### config.mk
export PLATFORM = sky130hd
export DESIGN_NAME = output_terminal_p
export DESIGN_NICKNAME = d
export VERILOG_FILES = /design/src/rtl/output_terminal_pkg.sv /design/src/rtl/ot_lane_shifter.sv /design/src/rtl/output_terminal_p.sv
export SDC_FILE = /design/constraint.sdc
export NUM_CORES = 1
export LEC_CHECK = 0
export ABC_AREA = 1
export BUFFER_PORTS_ARGS = -buffer_cell sky130_fd_sc_hd__buf_2
export CAP_MARGIN = 20
export CORE_MARGIN = 4
export CORE_UTILIZATION = 50
export DETAILED_ROUTE_END_ITERATION = 10
export PLACE_DENSITY = 0.75
export SLEW_MARGIN = 40
export SYNTH_ARGS = -nofsm -noshare
export SYNTH_HDL_FRONTEND = slang
export SYNTH_SLANG_ARGS = --single-unit
### constraint.sdc
create_clock -name clk -period 3.5 [get_ports clk]
set_input_delay 0.875 -clock clk [delete_from_list [all_inputs] [get_ports clk]]
set_output_delay 0.875 -clock clk [all_outputs]
set_load 0.02 [all_outputs]
### src/rtl/output_terminal_pkg.sv
// Shared definitions for the output terminal.
// Holds the frame FSM state type, the beats-per-frame calculation and the
// offset-binary bias constant. Imported by output_terminal_p and its sub-module.
package output_terminal_pkg;

   typedef enum logic [1:0] {
      IDLE,
      LOAD,
      CALC
   } state_t;

   // Number of load beats needed to assemble one data_w word lane_w bits at a time.
   function automatic int calc_nbeat(input int data_w, input int lane_w);
      return data_w / lane_w;
   endfunction

   // Offset-binary bias: only the MSB of a data_w word set.
   // The same value is also the most negative two's-complement word.
   function automatic logic [63:0] bias_const(input int data_w);
      return 64'd1 << (data_w - 1);
   endfunction

endpackage

### src/rtl/ot_lane_shifter.sv
// One channel's LSB-first assembly register.
// Each enabled cycle the word shifts right by LANE_W and the new lane
// enters at the MSB end, so the first beat loaded ends up as the LSBs.
// Ports:
//   clk  - system clock
//   rst  - synchronous active-high reset, clears the word
//   en   - shift enable (one beat)
//   lane - LANE_W input bits for this beat
//   word - assembled DATA_W word
module ot_lane_shifter #(
   parameter int DATA_W = 12,
   parameter int LANE_W = 2
) (
   input  logic              clk,
   input  logic              rst,
   input  logic              en,
   input  logic [LANE_W-1:0] lane,
   output logic [DATA_W-1:0] word
);

   // Shift register: new lane bits always enter at the top so that after
   // DATA_W/LANE_W beats the earliest beat has walked down to bit 0.
   always_ff @(posedge clk) begin
      if (rst) begin
         word <= '0;
      end else if (en) begin
         word <= {lane, word[DATA_W-1:LANE_W]};
      end
   end

endmodule

### src/rtl/output_terminal_p.sv
// Parametrised output terminal.
// After a start pulse, collects NCH channel words LANE_W bits per cycle
// (LSB-first), optionally negates them, adds an offset-binary bias and
// registers the results. dout shows the result of channel sel_ch.
// Ports:
//   clk      - system clock
//   rst      - synchronous active-high reset
//   sel_ch   - channel routed to dout (values >= NCH read as zero)
//   sel_sign - 1: add 2^(DATA_W-1) (offset binary), 0: two's complement
//   din      - load lanes, channel c at bits [c*LANE_W +: LANE_W]
//   start    - single-cycle frame request
//   is_in    - negate the frame's words (latched on the last load beat)
//   dout     - processed word of channel sel_ch
//   vld      - one-cycle strobe when new results are registered
//   busy     - frame in progress, through the vld cycle
//   ovr      - sticky: start arrived while a frame was in progress
//   sat      - sticky: most-negative word was saturated on negation
//              (only present with OUTPUT_TERMINAL_SAT_NEG_EN defined)
// Build option: define OUTPUT_TERMINAL_SAT_NEG_EN to saturate neg() of the
// most negative word instead of letting it wrap onto itself.
// NCH must be at least 2 so that sel_ch has a non-zero width.
module output_terminal_p #(
   parameter int DATA_W = 12,
   parameter int LANE_W = 2,
   parameter int NCH    = 2
) (
   input  logic                    clk,
   input  logic                    rst,
   input  logic [$clog2(NCH)-1:0]  sel_ch,
   input  logic                    sel_sign,
   input  logic [NCH*LANE_W-1:0]   din,
   input  logic                    start,
   input  logic                    is_in,
   output logic [DATA_W-1:0]       dout,
   output logic                    vld,
   output logic                    busy,
   output logic                    ovr
`ifdef OUTPUT_TERMINAL_SAT_NEG_EN
   ,
   output logic                    sat
`endif
);

   import output_terminal_pkg::*;

   localparam int                NBEAT = calc_nbeat(DATA_W, LANE_W);
   localparam int                CNT_W = $clog2(NBEAT + 1);
   localparam logic [DATA_W-1:0] BIAS  = DATA_W'(bias_const(DATA_W));

   state_t             state;
   state_t             state_nxt;
   logic               load_en;
   logic               calc_en;
   logic               last_beat;
   logic               start_ok;
   logic               overrun;
   logic [CNT_W-1:0]   beat_cnt;
   logic               neg_q;
   logic [DATA_W-1:0]  words     [NCH];
   logic [DATA_W-1:0]  signed_w  [NCH];
   logic [DATA_W-1:0]  res_nxt   [NCH];
   logic [DATA_W-1:0]  results   [NCH];
`ifdef OUTPUT_TERMINAL_SAT_NEG_EN
   logic [NCH-1:0]     sat_hit;
`endif

   // One shift register per channel, all stepping together during LOAD.
   for (genvar c = 0; c < NCH; c++) begin : g_lane
      ot_lane_shifter #(
         .DATA_W (DATA_W),
         .LANE_W (LANE_W)
      ) u_shift (
         .clk  (clk),
         .rst  (rst),
         .en   (load_en),
         .lane (din[c*LANE_W +: LANE_W]),
         .word (words[c])
      );
   end

   assign last_beat = (beat_cnt == CNT_W'(NBEAT - 1));
   assign start_ok  = start && (state == IDLE);
   // A start seen in LOAD or CALC is dropped but remembered as an overrun.
   assign overrun   = start && (state != IDLE);

   // State register.
   always_ff @(posedge clk) begin
      if (rst) begin
         state <= IDLE;
      end else begin
         state <= state_nxt;
      end
   end

   // Next-state logic: IDLE waits for start, LOAD runs NBEAT beats,
   // CALC is a single cycle that registers the results.
   always_comb begin
      state_nxt = state;
      load_en   = 1'b0;
      calc_en   = 1'b0;
      unique case (state)
         IDLE: begin
            if (start) state_nxt = LOAD;
         end
         LOAD: begin
            load_en = 1'b1;
            if (last_beat) state_nxt = CALC;
         end
         CALC: begin
            calc_en   = 1'b1;
            state_nxt = IDLE;
         end
         default: state_nxt = IDLE;
      endcase
   end

   // Per-channel arithmetic: optional negation, then the bias, all modulo
   // 2^DATA_W. The bias uses sel_sign as it is at the CALC edge.
   always_comb begin
`ifdef OUTPUT_TERMINAL_SAT_NEG_EN
      sat_hit = '0;
`endif
      for (int c = 0; c < NCH; c++) begin
         signed_w[c] = neg_q ? (~words[c] + DATA_W'(1)) : words[c];
`ifdef OUTPUT_TERMINAL_SAT_NEG_EN
         // The most negative word has no positive twin; clamp to the
         // largest positive value instead of wrapping back onto itself.
         if (neg_q && (words[c] == BIAS)) begin
            signed_w[c] = BIAS - DATA_W'(1);
            sat_hit[c]  = 1'b1;
         end
`else
         // Negating the most negative word wraps back onto itself.
`endif
         res_nxt[c] = signed_w[c] + (sel_sign ? BIAS : '0);
      end
   end

   // Frame bookkeeping and result registers. The beat counter restarts on an
   // accepted start, is_in is captured on the final load beat, and results
   // plus the vld strobe are written at the CALC edge.
   always_ff @(posedge clk) begin
      if (rst) begin
         beat_cnt <= '0;
         neg_q    <= 1'b0;
         vld      <= 1'b0;
         ovr      <= 1'b0;
`ifdef OUTPUT_TERMINAL_SAT_NEG_EN
         sat      <= 1'b0;
`endif
         for (int c = 0; c < NCH; c++) results[c] <= '0;
      end else begin
         vld <= calc_en;
         if (overrun) ovr <= 1'b1;
         if (start_ok) begin
            beat_cnt <= '0;
         end else if (load_en) begin
            beat_cnt <= beat_cnt + CNT_W'(1);
         end
         if (load_en && last_beat) neg_q <= is_in;
         if (calc_en) begin
            for (int c = 0; c < NCH; c++) results[c] <= res_nxt[c];
`ifdef OUTPUT_TERMINAL_SAT_NEG_EN
            if (|sat_hit) sat <= 1'b1;
`endif
         end
      end
   end

   // busy covers the whole frame including the cycle where vld is high.
   assign busy = (state != IDLE) || vld;

   // Output mux; out-of-range channel selects read as zero.
   always_comb begin
      dout = '0;
      if (int'(sel_ch) < NCH) dout = results[sel_ch];
   end

endmodule
==> metrics.txt, run 1 <==
clock sink total 56; worst path required time 2.62 ns; number of buffers inserted during clock tree synthesis 5; pwr dens 427 mW/mm²; Max Fclk 0.395 GHz; root buffer selected by CTS sky130_fd_sc_hd__clkbuf_8; detailed-route wire length per cell 12.8 µm; buffers inserted by post-CTS timing repair 0; input/output buffers 24; Final Hold Violating Endpoints 0; Worst Tran Pin Value 0.737 ns; via total after detailed routing 2,110; Worst Skew 0.00317 ns; Synth area leaders sky130_fd_sc_hd__edfxtp_1 (26%), sky130_fd_sc_hd__dfxtp_1 (23%), sky130_fd_sc_hd__a21oi_1 (6.4%); max_slew headroom 50.7%; y dimension of the die 82.2 µm; number of global-route vias before repair 1,966; maximum ir drop on the vdd rail 0.000164 V; Die Width 82.2 µm; netlist area before placement 0.00275 mm²; number of fill cells in the layout 478; data arrival time of the worst path 1.66 ns; detailed-route vias per instance 5.21; # setup viols final 0; Pins Over Slew Limit 0; area of the multi-input gates 0.00118 mm²; Seq cells post-synth 56; top-level port count 25; total routed wirelength 5180 µm; number of gates resized after CTS 0; Net Count, Synth 329; Clock Latency Late Sink 0.30 ns; share of the synthesized area in the top cell type 26.2%; overall overflow remaining after global route 0; TritonCTS clock tree built; smallest hold slack 0.482 ns; Synth cell types 30; core region area 0.00520 mm²; total negative slack for setup checks 0 ns; deepest clock path buffer count 2; max_cap viols 0; synthesized netlist cell count 315; kind of end point of the critical path output port; row count 26; share of flip-flops with an asynchronous set or reset after synthesis 0%; startpoint-to-endpoint class of the critical path in2out; number of antenna violations at the first check in global routing 0; Seq/Total Area, Yosys 49.5%; library cell with the highest instance count after synthesis sky130_fd_sc_hd__nor2_1; average size of a mapped cell 8.73 µm²; maximum number of pins on one net before global-route repair 45; Ys Warns 0; clock transition at the registers of the reported paths 0.09 ns; final estimated routing congestion in global placement 0.889; list of most frequent post-synthesis cells sky130_fd_sc_hd__nor2_1 (41), sky130_fd_sc_hd__nand2_1 (39), sky130_fd_sc_hd__a21oi_1 (35); global-route wire length before repair 8920 µm; commonest register cell after synthesis sky130_fd_sc_hd__dfxtp_1; static leakage 1.19 nW; kind of path behind the tightest hold check reg2reg; sequential standard cell area 0.00136 mm²; setup repair after global routing missed its margin false; violation count after the first detailed-routing iteration 193; area growth from synthesis to final layout 7.69%; fraction of layout cells with a size suffix above 1 20.6%; initial core utilization 52.9%; number of synthesized flops with an enable pin 24; die area 0.00675 mm²; CTS H-Tree Depth 2; Ant. Diodes 0; residual antenna-violating net count after detailed routing 0; number of DRC violations after detailed routing 0; fin crit share 72.4%; instance count along the most critical hold path 2; Initial DRT Pass Iterations 4; number of nets in the finished design 348; hold-fix buffers at CTS 0; total routing resource utilization after global routing 17.2%; crit start category input port; cell type with the largest total area after synthesis sky130_fd_sc_hd__edfxtp_1; number of cells on the worst reg-to-reg path 5; final HPWL from detailed placement 3740 µm; largest fanout of any net on the critical path 12; run status complete, no violations; time the worst path needs with I/O delays and setup 2.53 ns
==> report_power, final <==
| group | internal [mW] | leakage (nW) | total [mW] | switching [mW] |
|---|---|---|---|---|
| sequential | 0.715 | 0.511 | 0.744 | 0.0293 |
| combinational | 0.0639 | 0.641 | 0.190 | 0.126 |
| clock | 0.140 | 0.0399 | 0.330 | 0.190 |
==> kinds of logic (layout without fill, tap and decap cells) <==
kind of cell               count (synthesis)  in the layout  synth area share, %
AOI/OAI and AO/OA                         86             86                 17.8
xor gates and xnor gates                   3              3                0.955
adders and majority gates                  4              4                 1.82
buffers and inverters                     47             67                 8.09
DFF                                       56             56                 49.5
muxes                                     12             12                 4.91
and+or+nand+nor                          107            107                 17.0
==> placed cells by master, fill, tap and decap left out <==
cell type / Yosys / final
sky130_fd_sc_hd__nor2_1: 41 / 41
sky130_fd_sc_hd__nand2_1: 39 / 39
sky130_fd_sc_hd__a21oi_1: 35 / 35
sky130_fd_sc_hd__dfxtp_1: 32 / 32
sky130_fd_sc_hd__inv_1: 29 / 29
sky130_fd_sc_hd__buf_2: 7 / 24
sky130_fd_sc_hd__edfxtp_1: 24 / 24
sky130_fd_sc_hd__o21ai_0: 22 / 21
sky130_fd_sc_hd__o21ai_1: 15 / 15
sky130_fd_sc_hd__mux2_2: 12 / 12
sky130_fd_sc_hd__nand3_1: 12 / 12
sky130_fd_sc_hd__a21oi_2: 8 / 8
sky130_fd_sc_hd__inv_2: 5 / 5
sky130_fd_sc_hd__clkbuf_8: 0 / 5
sky130_fd_sc_hd__o21ai_2: 4 / 4
sky130_fd_sc_hd__ha_1: 4 / 4
sky130_fd_sc_hd__nand2_2: 3 / 3
sky130_fd_sc_hd__xor2_1: 3 / 3
sky130_fd_sc_hd__o21ai_4: 1 / 2
sky130_fd_sc_hd__nor2_2: 2 / 2
sky130_fd_sc_hd__nor3_1: 2 / 2
sky130_fd_sc_hd__nand4_1: 2 / 2
sky130_fd_sc_hd__clkbuf_1: 0 / 2
sky130_fd_sc_hd__or2_2: 1 / 1
sky130_fd_sc_hd__nor3_4: 1 / 1
sky130_fd_sc_hd__nand3b_1: 1 / 1
sky130_fd_sc_hd__and3_1: 1 / 1
sky130_fd_sc_hd__o211ai_1: 1 / 1
sky130_fd_sc_hd__or2_1: 1 / 1
sky130_fd_sc_hd__nand3_2: 1 / 1
sky130_fd_sc_hd__clkinv_1: 0 / 1
sky130_fd_sc_hd__buf_4: 2 / 1
==> routing by layer <==
| layer | GRT usage, % | wire length (µm) |
|---|---|---|
| met3 | 3.58 | 225 |
| met2 | 29.0 | 2520 |
| met4 | 5.81 | 92 |
| met1 | 21.9 | 2350 |
| met5 | 0 | 0 |
==> cell type report <==
class	instances	area share, %
clock buffers	7	2.58
clock inverters	1	0.127
inverters	34	4.31
multi-input cells	212	39.8
flip-flops and latches	56	45.9
well taps	70	2.96
repair buffers	25	4.31
==> worst max-delay path: stages <==
cell and delay (ns):
sky130_fd_sc_hd__buf_2 0.25, sky130_fd_sc_hd__mux2_2 0.37, sky130_fd_sc_hd__buf_2 0.16
==> registers in the layout, summed over array words and instances, names as in the netlist <==
| name | cells |
|---|---|
| ovr | 1 |
| beat_cnt | 3 |
| g_lane.u_shift.word | 24 |
| results | 24 |
| neg_q | 1 |
| state | 2 |
| vld | 1 |
==> worst paths after layout <==
kind	start	end	slack [ns]
max	sel_ch	dout[11]	0.97
min	ovr	ovr	0.48
max reg2reg	state[0]	neg_q	1.66
min reg2reg	ovr	ovr	0.48
==> metrics by stage <==
stage	power, mW	util (%)	cell area (µm²)	std cells	worst slack [ns]
final	1.26	56.9	2960	405	0.966
after global routing	1.34	56.9	2960	405	0.923
after CTS	1.27	56.9	2960	405	0.952
after detailed placement	0.949	55.4	2880	397	0.959
after global placement	0.941	55.2	2880	397	0.987
after floorplan	0.904	-	2750	315	0.943
Note: power is estimated with default switching activity, not from simulation.
==> run 2, diff against run 1 <==
==> constraint.sdc (replaced) <==
create_clock -name clk -period 2.5 [get_ports clk]
set_input_delay 0.625 -clock clk [delete_from_list [all_inputs] [get_ports clk]]
set_output_delay 0.625 -clock clk [all_outputs]
set_load 0.02 [all_outputs]
==> run 2 against run 1 <==
Effect of this change: final cell count grew 0.74%; total power up 48%; non-clock buffer count up 3; largest power group unchanged; via count is 1.5% lower; register-to-register slack lost 0.67 ns.
==> metrics.txt, run 2 (same netlist as run 1, synthesis figures left out) <==
run status complete, no violations; buffers inserted by post-CTS timing repair 0; y dimension of the die 82.2 µm; Initial DRT Pass Iterations 4; deepest clock path buffer count 2; global-route wire length before repair 8670 µm; HP Start ovr; launching instance or port of the critical path sel_ch; maximum number of pins on one net before global-route repair 28; number of gates resized after CTS 0; total routed wirelength 5110 µm; critical path cell sequence buf_2, mux2_2, buf_2; fraction of power consumed by combinational cells 14.3%; pwr dens 621 mW/mm²; Max Fclk 0.494 GHz; total routing resource utilization after global routing 16.7%; crit start category input port; clock sink total 56; Die Width 82.2 µm; max_slew headroom 50.2%; instance count along the most critical hold path 2; kind of end point of the critical path output port; detailed-route vias per instance 5.10; largest fanout of any net on the critical path 12; static leakage 1.22 nW; Ant. Diodes 0; design internal power 1.38 mW; final core utilization 57.9%; net switching power 486 µW; Worst Hold Endpoint ovr; residual antenna-violating net count after detailed routing 0; number of antenna violations at the first check in global routing 0; hold-fix buffers at CTS 0; area growth from synthesis to final layout 9.46%; Worst Skew 0.00511 ns; max_cap viols 0; Worst Tran Pin Value 0.744 ns; row count 26; violation count after the first detailed-routing iteration 149; number of buffers inserted during clock tree synthesis 5; most frequent standard cell in the layout excluding fill and tap cells sky130_fd_sc_hd__nor2_1; number of nets in the finished design 351; final estimated routing congestion in global placement 0.900; input/output buffers 24; TritonCTS clock tree built; Clock Latency Late Sink 0.30 ns; final HPWL from detailed placement 3720 µm; fin crit share 80.9%; kind of path behind the tightest hold check reg2reg; number of cells on the worst reg-to-reg path 5; number of DRC violations after detailed routing 0; CTS H-Tree Depth 2; cell class contributing the biggest share of worst-path delay buffers and inverters; total negative slack for setup checks 0 ns; cell with the most instances on the worst path sky130_fd_sc_hd__buf_2; die area 0.00675 mm²; # setup viols final 0; number of global-route vias before repair 1,912; core region area 0.00520 mm²; root buffer selected by CTS sky130_fd_sc_hd__clkbuf_8; time the worst path needs with I/O delays and setup 2.02 ns; slowest stage cell on the critical path sky130_fd_sc_hd__mux2_2; fraction of layout cells with a size suffix above 1 21.6%; top-level port count 25; worst path buffer plus inverter count 2; number of stages on the worst setup path 3; R2R Path Start state[0]; data arrival time of the worst path 1.40 ns; cell count after placement 400; startpoint-to-endpoint class of the critical path in2out; initial core utilization 52.9%; maximum ir drop on the vdd rail 0.000318 V; via total after detailed routing 2,079; endpoint of the worst-slack reg-to-reg timing path neg_q; leading registers by flop count g_lane.u_shift.word (24), results (24), beat_cnt (3); Clk network pwr share 30.2%; peak per-stage delay on the critical path 0.37 ns; overall overflow remaining after global route 0; Final Non-Filler Cells 408; smallest hold slack 0.499 ns; clock transition at the registers of the reported paths 0.09 ns; Final Hold Violating Endpoints 0; setup repair after global routing missed its margin false; register share of total power 55.6%; reg2reg setup slack 0.99 ns; worst path required time 1.88 ns; switching part of the total 26.0%; Pins Over Slew Limit 0; detailed-route wire length per cell 12.5 µm; leading cell types in the layout, fill and taps excluded sky130_fd_sc_hd__nor2_1 (41), sky130_fd_sc_hd__nand2_1 (39), sky130_fd_sc_hd__a21oi_1 (35), sky130_fd_sc_hd__dfxtp_1 (32), sky130_fd_sc_hd__inv_1 (29)
==> run 2: cell types whose count changed in the layout (fill, tap and decap cells not counted), sizes merged <==
cell and delta:
buf +3, clkbuf -2, bufinv +1, clkinv +1
==> run 2: through the flow <==
step	area [µm²]	power, mW	setup slack (ns)
after floorplan	2750	1.26	0.496
after global placement	2900	1.32	0.487
after detailed placement	2910	1.33	0.459
after CTS	3010	1.88	0.454
after global routing	3010	1.98	0.430
final	3010	1.87	0.477
==> run 2: area by class of cell <==
class / instances / area [µm²]
well taps: 70 / 87.6
flip-flops and latches: 56 / 1360
inverters: 34 / 128
fillers: 484 / 2190
clock buffers: 5 / 68.8
multi-input cells: 212 / 1180
repair buffers: 28 / 150
clock inverters: 3 / 37.5
==> run 2: worst max path at each step <==
stage	end
5_1_grt	dout[3]
4_1_cts	dout[3]
6_report	dout[3]
3_5_place_dp	dout[3]
2_1_floorplan	results[0][0]
3_3_place_gp	dout[7]
==> run 2: per-layer routing <==
| layer | vias to the layer above | GRT usage (%) | part of all wire (%) |
|---|---|---|---|
| met5 | - | 0 | 0 |
| met4 | 0 | 6.64 | 1.6 |
| met3 | 7 | 2.93 | 6.6 |
| met2 | 53 | 27.2 | 46 |
| met1 | 919 | 22.1 | 46 |
| li1 | 1100 | - | - |
==> run 2: power groups by stage <==
stage                     registers [mW]  clock network, mW  logic, mW
final                               1.04              0.564      0.267
after detailed placement            1.06                  0      0.267
after CTS                           1.04              0.575      0.268
after global routing                1.05              0.623      0.304
after floorplan                     1.05                  0      0.212
after global placement              1.06                  0      0.260
==> run 2: worst register-to-register path: stages, from the launching register on <==
cell and delay [ns]:
sky130_fd_sc_hd__dfxtp_1 0.48, sky130_fd_sc_hd__nand2_2 0.27, sky130_fd_sc_hd__inv_2 0.28, sky130_fd_sc_hd__nand3_1 0.18
sky130_fd_sc_hd__o21ai_1 0.15, sky130_fd_sc_hd__a21oi_1 0.05
==> run 3, diff against run 2 <==
--- a/config.mk
+++ b/config.mk
@@ -5,13 +5,13 @@
 export SDC_FILE = /design/constraint.sdc
 export NUM_CORES = 1
 export LEC_CHECK = 0
-export ABC_AREA = 1
+export ABC_AREA = 0
 export BUFFER_PORTS_ARGS = -buffer_cell sky130_fd_sc_hd__buf_2
 export CAP_MARGIN = 20
 export CORE_MARGIN = 4
 export CORE_UTILIZATION = 50
 export DETAILED_ROUTE_END_ITERATION = 10
-export PLACE_DENSITY = 0.75
+export PLACE_DENSITY = 0.78
 export SLEW_MARGIN = 40
 export SYNTH_ARGS = -nofsm -noshare
 export SYNTH_HDL_FRONTEND = slang
==> constraint.sdc (replaced) <==
create_clock -name clk -period 1.7 [get_ports clk]
set_input_delay 0.425 -clock clk [delete_from_list [all_inputs] [get_ports clk]]
set_output_delay 0.425 -clock clk [all_outputs]
set_load 0.02 [all_outputs]
==> run 3 against run 2 <==
Effect of this change: the flow now finishes with violations (negative setup slack); die area shrank 2.8%; sequential power rose by 39%; first-iteration DRC count is 20% lower; register-to-register slack got worse by 1.0 ns.
==> metrics.txt, run 3 <==
maximum number of pins on one net before global-route repair 26; core region area 0.00514 mm²; total routing resource utilization after global routing 17.3%; final core utilization 61.1%; Worst Tran Pin Value 0.431 ns; sequential standard cell area 0.00137 mm²; area fraction in compound gates after synthesis 12.3%; # setup viols final 1; Seq cells post-synth 56; y dimension of the die 81.0 µm; kind of path behind the tightest hold check in2reg; area of the multi-input gates 0.00122 mm²; Final Non-Filler Cells 387; leading cell types in the layout, fill and taps excluded sky130_fd_sc_hd__nand2_1 (48), sky130_fd_sc_hd__nor2_1 (36), sky130_fd_sc_hd__a21oi_1 (34), sky130_fd_sc_hd__dfxtp_1 (27); Synth Area in Adders 1.88%; Final Hold Violating Endpoints 0; crit start category flop; peak per-stage delay on the critical path 0.48 ns; smallest hold slack 0.345 ns; pwr dens 814 mW/mm²; slowest stage cell on the critical path sky130_fd_sc_hd__or4b_4; cell type with the largest total area after synthesis sky130_fd_sc_hd__edfxtp_1; area growth from synthesis to final layout 17.7%; cell class contributing the biggest share of worst-path delay simple AND/OR/NAND/NOR gates; kind of end point of the critical path flop; CTS H-Tree Depth 2; area post-placement 0.00297 mm²; Worst Skew 0.00732 ns; TritonCTS clock tree built; Seq/Total Area, Yosys 51.1%; max_slew headroom 71.3%; largest family of logic cells by synthesized area simple AND/OR/NAND/NOR gates; residual antenna-violating net count after detailed routing 0; total routed wirelength 5200 µm; fraction of power consumed by combinational cells 7.5%; overall overflow remaining after global route 0; maximum ir drop on the vdd rail 0.000860 V; average size of a mapped cell 9.56 µm²; detailed-route wire length per cell 13.4 µm; clock sink total 56; cell count after placement 379; Initial DRT Pass Iterations 4; initial core utilization 51.9%; deepest clock path buffer count 2; commonest register cell after synthesis sky130_fd_sc_hd__dfxtp_1; library cell with the highest instance count after synthesis sky130_fd_sc_hd__nand2_1; post-route cell area 0.00314 mm²; Synth area leaders sky130_fd_sc_hd__edfxtp_1 (27%), sky130_fd_sc_hd__dfxtp_1 (24%), sky130_fd_sc_hd__nand2_1 (6.8%); Clock Latency Late Sink 0.31 ns; switching part of the total 21.1%; Pins Over Slew Limit 0; fin crit share 101%; startpoint-to-endpoint class of the critical path reg2reg; number of DRC violations after detailed routing 0; clock transition at the registers of the reported paths 0.10 ns; detailed-route vias per instance 5.22; Net Count, Synth 293; fraction of layout cells with a size suffix above 1 27.8%; design internal power 2.02 mW; list of most frequent post-synthesis cells sky130_fd_sc_hd__nand2_1 (48), sky130_fd_sc_hd__nor2_1 (36), sky130_fd_sc_hd__a21oi_1 (34); Ant. Diodes 0; Clk network pwr share 35.6%; share of the synthesized area in the top cell type 27.0%; final HPWL from detailed placement 3780 µm; critical path cell sequence inv_2, ha_4, or4b_4, o41ai_4, xor2_1, nor2_1; Max Fclk 0.583 GHz; Ys Warns 0; final estimated routing congestion in global placement 0.829; static leakage 1.15 nW; simple-gate portion of the synthesized area 16.6%; max_cap viols 0; Die Width 81.0 µm; data arrival time of the worst path 1.77 ns; number of antenna violations at the first check in global routing 0; run status finished, violations left; number of global-route vias before repair 1,877; hold-fix buffers at CTS 0; row count 26; violated checks negative setup slack; netlist area before placement 0.00267 mm²; register share of total power 56.9%; input/output buffers 24; global-route wire length before repair 8730 µm; number of buffers inserted during clock tree synthesis 5; net switching power 540 µW; post-synthesis share of cell area spent on xor and xnor gates 6.57%; die area 0.00657 mm²; time the worst path needs with I/O delays and setup 1.72 ns; mux cell area share after synthesis 6.62%; leading registers by flop count g_lane.u_shift.word (24), results (24), beat_cnt (3); violation count after the first detailed-routing iteration 119; worst path required time 1.75 ns; number of synthesized flops with an enable pin 24; Synth cell types 38; number of nets in the finished design 330; minimum setup slack in the final design -0.0164 ns; top-level port count 25; root buffer selected by CTS sky130_fd_sc_hd__clkbuf_8; number of fill cells in the layout 452; share of flip-flops with an asynchronous set or reset after synthesis 0%; largest fanout of any net on the critical path 2; worst-case setup slack after placement -0.0465 ns; setup repair after global routing missed its margin true; synthesized netlist cell count 279; worst path buffer plus inverter count 1; most frequent standard cell in the layout excluding fill and tap cells sky130_fd_sc_hd__nand2_1; via total after detailed routing 2,021
-- run 3: cell types whose count changed in the layout (fill, tap and decap cells not counted), moves of 9 or more --
cell                      delta
sky130_fd_sc_hd__buf_4      +19
sky130_fd_sc_hd__inv_1      -22
sky130_fd_sc_hd__nand2_1     +9
sky130_fd_sc_hd__nand3_1    -11
sky130_fd_sc_hd__o21ai_0    -17
sky130_fd_sc_hd__o21ai_1    -15
sky130_fd_sc_hd__xnor2_1    +10
-- run 3: path summary, 6_finish.rpt --
path                             start  depth (start not counted)  slack [ns]                         end
min reg2reg                        ovr                          2        0.46                         ovr
max reg2reg  g_lane[1].u_shift.word[0]                          6       -0.02               results[1][8]
max          g_lane[1].u_shift.word[0]                          6       -0.02               results[1][8]
min                             din[2]                          3        0.35  g_lane[1].u_shift.word[10]
-- run 3: cell type report --
class                      count  share of cell area, %
multi-input combinational    196                   38.7
clock buffer                   5                   2.19
inverter                       9                   1.08
sequential                    56                   43.6
tap                           70                   2.79
timing repair buffer          48                   9.96
clock inverter                 3                   1.67
-- run 3: logic make-up (layout without fill, tap and decap cells) --
group                      after synthesis  after routing
adders and majority gates                4              4
and+or+nand+nor                        103            103
muxes                                   16             16
buffers and inverters                   27             65
DFF                                     56             56
xor gates and xnor gates                20             20
AOI/OAI and AO/OA                       53             53
-- run 3: power groups by stage --
stage / Clock, mW / Sequential [mW] / Combinational [mW]
after floorplan: 0 / 1.48 / 0.129
after detailed placement: 0 / 1.48 / 0.193
after global routing: 0.981 / 1.46 / 0.211
after CTS: 0.932 / 1.45 / 0.194
final: 0.909 / 1.45 / 0.193
after global placement: 0 / 1.48 / 0.190
-- run 3: per-stage QoR --
step / TNS (ns) / total power, mW
2_1_floorplan: -0.0281 / 1.61
3_3_place_gp: 0 / 1.67
3_5_place_dp: -0.0465 / 1.68
4_1_cts: -0.0508 / 2.58
5_1_grt: -0.104 / 2.65
6_report: -0.0164 / 2.55
-- run 3: timing repair --
item / in CTS / in global routing
setup buffers: 0 / 0
pin swaps: 0 / 4
setup endpoints to repair: 2 / 7
resized for setup: 2 / 14
-- run 3: metal layers --
layer | vias to the layer above | wire length [µm] | share of wire [%] | global-route usage (%)
li1 | 1025 | - | - | -
met1 | 950 | 2400 | 46 | 22.6
met2 | 40 | 2500 | 48 | 28.7
met3 | 6 | 225 | 4.3 | 3.33
met4 | 0 | 79 | 1.5 | 5.91
met5 | - | 0 | 0 | 0
-- run 3: worst reg2reg max path: stages, from the launching register on --
cell	delay (ns)
sky130_fd_sc_hd__dfxtp_2	0.33
sky130_fd_sc_hd__inv_2	0.07
sky130_fd_sc_hd__ha_4	0.13
sky130_fd_sc_hd__or4b_4	0.48
sky130_fd_sc_hd__o41ai_4	0.23
sky130_fd_sc_hd__xor2_1	0.17
sky130_fd_sc_hd__nor2_1	0.05
